<file path="src/rtl/telemetry_frame_sched.sv">
// Periodic telemetry framer: on each period tick, walks the sensor register block
// and streams SYNC0, SYNC1, seq, payload bytes and a checksum over a valid/ready link.
module telemetry_frame_sched #(
    parameter logic [7:0] FIRST_ADDR = 8'd1,
    parameter logic [7:0] LAST_ADDR  = 8'd34,
    parameter int         PERIOD     = 100000,
    parameter logic [7:0] SYNC0      = 8'hA5,
    parameter logic [7:0] SYNC1      = 8'h5A
) (
    input  logic       clk,
    input  logic       rst,
    input  logic       enable,
    output logic [7:0] reg_addr,
    input  logic [7:0] reg_data,
    output logic [7:0] tx_data,
    output logic       tx_valid,
    input  logic       tx_ready,
    output logic       busy,
    output logic [7:0] frame_seq,
    output logic [7:0] overrun_cnt
);

    localparam int               CNT_W    = (PERIOD > 2) ? $clog2(PERIOD) : 1;
    localparam logic [CNT_W-1:0] CNT_LAST = CNT_W'(PERIOD - 1);

    typedef enum logic [2:0] {
        IDLE,
        S_SYNC0,
        S_SYNC1,
        S_SEQ,
        FETCH,
        S_DATA,
        S_CSUM
    } state_t;

    state_t           state_reg;
    logic [CNT_W-1:0] count_reg;
    logic [7:0]       reg_addr_reg;
    logic [7:0]       sum_reg;
    logic [7:0]       tx_data_reg;
    logic             tx_valid_reg;
    logic             busy_reg;
    logic [7:0]       frame_seq_reg;
    logic [7:0]       overrun_reg;
    logic             tick;
    logic             handshake;

    assign tick      = enable && (count_reg == CNT_LAST);
    assign handshake = tx_valid_reg && tx_ready;

    assign reg_addr    = reg_addr_reg;
    assign tx_data     = tx_data_reg;
    assign tx_valid    = tx_valid_reg;
    assign busy        = busy_reg;
    assign frame_seq   = frame_seq_reg;
    assign overrun_cnt = overrun_reg;

    // Disabling holds the counter at zero so the next tick is a full period after re-enable.
    always_ff @(posedge clk or posedge rst) begin
        if (rst) begin
            count_reg <= '0;
        end else if (!enable || tick) begin
            count_reg <= '0;
        end else begin
            count_reg <= count_reg + 1'b1;
        end
    end

    always_ff @(posedge clk or posedge rst) begin
        if (rst) begin
            state_reg     <= IDLE;
            reg_addr_reg  <= FIRST_ADDR;
            sum_reg       <= 8'h00;
            tx_data_reg   <= 8'h00;
            tx_valid_reg  <= 1'b0;
            busy_reg      <= 1'b0;
            frame_seq_reg <= 8'h00;
            overrun_reg   <= 8'h00;
        end else begin
            // A tick landing on the final checksum handshake still counts as dropped.
            if (tick && (state_reg != IDLE) && (overrun_reg != 8'hFF)) begin
                overrun_reg <= overrun_reg + 8'd1;
            end

            case (state_reg)
                IDLE: begin
                    if (tick) begin
                        state_reg    <= S_SYNC0;
                        tx_data_reg  <= SYNC0;
                        tx_valid_reg <= 1'b1;
                        busy_reg     <= 1'b1;
                    end
                end
                S_SYNC0: begin
                    if (handshake) begin
                        state_reg   <= S_SYNC1;
                        tx_data_reg <= SYNC1;
                    end
                end
                S_SYNC1: begin
                    if (handshake) begin
                        state_reg   <= S_SEQ;
                        tx_data_reg <= frame_seq_reg;
                        sum_reg     <= frame_seq_reg;
                    end
                end
                S_SEQ: begin
                    if (handshake) begin
                        state_reg    <= FETCH;
                        tx_valid_reg <= 1'b0;
                        reg_addr_reg <= FIRST_ADDR;
                    end
                end
                // reg_addr has been stable for a full cycle, so reg_data is settled here.
                FETCH: begin
                    state_reg    <= S_DATA;
                    tx_data_reg  <= reg_data;
                    sum_reg      <= sum_reg + reg_data;
                    tx_valid_reg <= 1'b1;
                end
                S_DATA: begin
                    if (handshake) begin
                        if (reg_addr_reg == LAST_ADDR) begin
                            state_reg   <= S_CSUM;
                            tx_data_reg <= 8'h00 - sum_reg;
                        end else begin
                            state_reg    <= FETCH;
                            tx_valid_reg <= 1'b0;
                            reg_addr_reg <= reg_addr_reg + 8'd1;
                        end
                    end
                end
                S_CSUM: begin
                    if (handshake) begin
                        state_reg     <= IDLE;
                        tx_valid_reg  <= 1'b0;
                        busy_reg      <= 1'b0;
                        frame_seq_reg <= frame_seq_reg + 8'd1;
                    end
                end
                default: begin
                    state_reg    <= IDLE;
                    tx_valid_reg <= 1'b0;
                    busy_reg     <= 1'b0;
                end
            endcase
        end
    end

endmodule
</file>
<file path="config.mk">
export PLATFORM = sky130hd
export DESIGN_NAME = telemetry_frame_sched
export DESIGN_NICKNAME = d
export VERILOG_FILES = /design/src/rtl/telemetry_frame_sched.sv
export SDC_FILE = /design/constraint.sdc
export NUM_CORES = 1
export LEC_CHECK = 0
export ABC_AREA = 0
export BUFFER_PORTS_ARGS = -buffer_cell sky130_fd_sc_hd__clkbuf_2
export CAP_MARGIN = 25
export CORE_MARGIN = 4
export CORE_UTILIZATION = 45
export CTS_CLUSTER_DIAMETER = 50
export DETAILED_ROUTE_END_ITERATION = 10
export PLACE_DENSITY = 0.65
export SYNTH_ARGS = -nofsm -noshare
export SYNTH_HDL_FRONTEND = slang
export SYNTH_SLANG_ARGS = --single-unit
</file>
<file path="constraint.sdc">
create_clock -name clk -period 2.7 [get_ports clk]
set_clock_uncertainty 0.15 [all_clocks]
set_input_delay 0.54 -clock clk [delete_from_list [all_inputs] [get_ports clk]]
set_output_delay 0.54 -clock clk [all_outputs]
set_load 0.02 [all_outputs]
</file>
==> results.toml <==
[run_status]
status = "completed"

[clock_network]
cts_tree = "done"
hold_buffers = 0
cts_num_sinks = 62
htreeDepth = 3
cts_resized = 0
cts_root_buffer = "clkbuf_8"
numCtsBuffers = 9
cts_setup_buffers = 0
cts.clk_slew.worst_paths_ps = 70
clockBufferDepth = 2
clock_latency_ps = 340

[grt]
grt_max_degree = 63
grt_pass1_wl_um = 14300
grtUsageTotal_pct = 18.4
grt-ovfl-total = 0
grt_pass1_vias = 2899
antenna_found_initial = 0

[finish]
synthToLayoutAreaGrowth_pct = 15.3
fin_nets = 455
most-common-layout-cells = "dfrtp_1 (61), clkbuf_2 (45), nor2_1 (32)"
final_cell_area_um2 = 4190
multiInputGateArea_um2 = 1960
n_antenna_cell = 0
layout_commonest_cell = "dfrtp_1"
final.fill_count = 736
largest_register_ffs = 17
seq_area_um2 = 1550
drive_gt1_share_pct = 19.1

[synth]
syn_inst = 381
ys_warn_count = 0
synth_cell_type_count = 56
ys.flop_type = "dfrtp_1"
synth_top_cell_by_area = "dfrtp_1"
syn_avg_cell_area_um2 = 9.54
synth_async_sr_flop_share_pct = 100
synth_area_leaders = "dfrtp_1 (42%), ha_1 (4.5%), xor2_1 (4.3%)"
synth_fp_nets = 407
ys_seq_area_share_pct = 42.7
synth_top_area_share_pct = 42.0
ys_seq_elements = 62
synth_edf_count = 0
syn_area_um2 = 3630

[pwr]
max-vdd-ir-drop_uv = 250
p_leak_nw = 1.91
power_density_nw_per_um2 = 444

[worst_setup_path]
r2r_cells = 7
required_ps = 2780
endpoint_kind = "register"
start_kind = "register"
r2r-start = "reg_addr[0]"
r2r-end = "tx_data[1]"
critPathKind = "reg2reg"
r2r_slack_ps = 320
cp_max_fo = 8
crit_arrival_ps = 2450

[timing]
relSlewSlack_pct = 65.6
layout_min_cycle_time_ps = 2380
hold_viol_final = 0
finalSetupViolations = 0
fmax_ghz = 0.421
fin_crit_sh_pct = 88.1
postLayoutSetupSlackWorst_ps = 322
rsz0062_at_grt = "false"
tightest_slew_ps = 512
maxSlewViolCount = 0
setup_tns_ps = 0

[placement]
gp_congestion = 0.820
hpwl_um = 6020
postPlaceCellArea_um2 = 3990
io_buffers = 45
post-place-ws_ps = 233

[floorplan]
num_rows = 32
ios = 46
die_w_um = 97.9
die_h_um = 97.9
design.core.area_um2 = 7810
die_area_um2 = 9580
start_util_pct = 46.6

[routing]
ant_nets = 0
wl_per_cell_um = 15.8
drc_errors = 0
dr.pass1.iters = 4
vias_per_cell = 5.63
drt_wl_total_um = 8470
dr.first_iter.drc_count = 185
route.vias.total = 3015

[min_path]
hp-class = "in2async"

[run]
max_cap_viol_count = 0
## critical path, cell delays in order, from the launching register on
cell       delay, ps
dfstp_2          390
inv_1             60
ha_1             140
nand4bb_1        150
o41a_1           390
o32a_1           340
a21oi_4          270
mux2_2           370
## per-stage QoR
| step | power, mW | instances | utilization, % | hold WS (ps) |
|---|---|---|---|---|
| 2_1_floorplan | 1.02 | 381 | - | 305 |
| 3_3_place_gp | 1.05 | 520 | 51.1 | 322 |
| 3_5_place_dp | 1.05 | 520 | 51.1 | 334 |
| 4_1_cts | 1.89 | 536 | 53.7 | 83.9 |
| 5_1_grt | 1.95 | 536 | 53.7 | 105 |
| 6_report | 1.86 | 536 | 53.7 | 70.6 |
## cells in the mapped netlist, types with 5 or more instances
master and n:
nor2_1 32, xor2_1 18, nand2_1 27, nor2b_1 7
xnor2_1 17, o31ai_1 6, nand2b_1 5, inv_1 15
nor3_1 12, o21ai_0 19, mux2_2 9, a22oi_1 5
a21oi_1 14, nand4_1 9, clkbuf_1 9, nand3_1 15
ha_1 13, dfrtp_1 61, and3_1 10
## cell type report
class,instances,area share [%]
multi-input combinational,288,46.7
sequential,62,37.0
timing repair buffer,53,7.10
clock buffer,12,3.70
tap,102,3.04
inverter,15,1.34
clock inverter,4,1.07
## how the worst max path moves through the flow
stage,startpoint,to,slack (ps),cells past startpoint
final,reg_addr[0],tx_data[1],320,7
after global routing,reg_addr[1],tx_data[5],190,6
after CTS,reg_addr[0],tx_data[4],320,7
after detailed placement,reg_data[1],sum_reg[7],230,7
after global placement,reg_addr[0],tx_data[7],350,7
after floorplan,reg_addr[1],tx_data[1],370,6
## per-layer routing
| metal | global-route usage (%) | vias up | share of wire (%) |
|---|---|---|---|
| li1 | - | 1465 | - |
| met1 | 26.0 | 1451 | 47 |
| met2 | 26.7 | 89 | 44 |
| met3 | 5.64 | 10 | 7.4 |
| met4 | 6.50 | 0 | 1.6 |
| met5 | 0 | - | 0 |
## cell families after synthesis
logic type | count (synthesis) | synth area share [%]
compound gates | 77 | 14.6
xor+xnor | 35 | 8.43
fa+ha+maj | 15 | 5.30
buf+inv | 31 | 3.44
flops | 62 | 42.7
mux | 13 | 3.89
simple gates | 148 | 21.6
## power breakdown
| part | switching, mW | internal, mW |
|---|---|---|
| combinational | 0.0563 | 0.0341 |
| sequential | 0.00782 | 0.935 |
| clock | 0.357 | 0.472 |
Note: power is estimated with default switching activity, not from simulation.
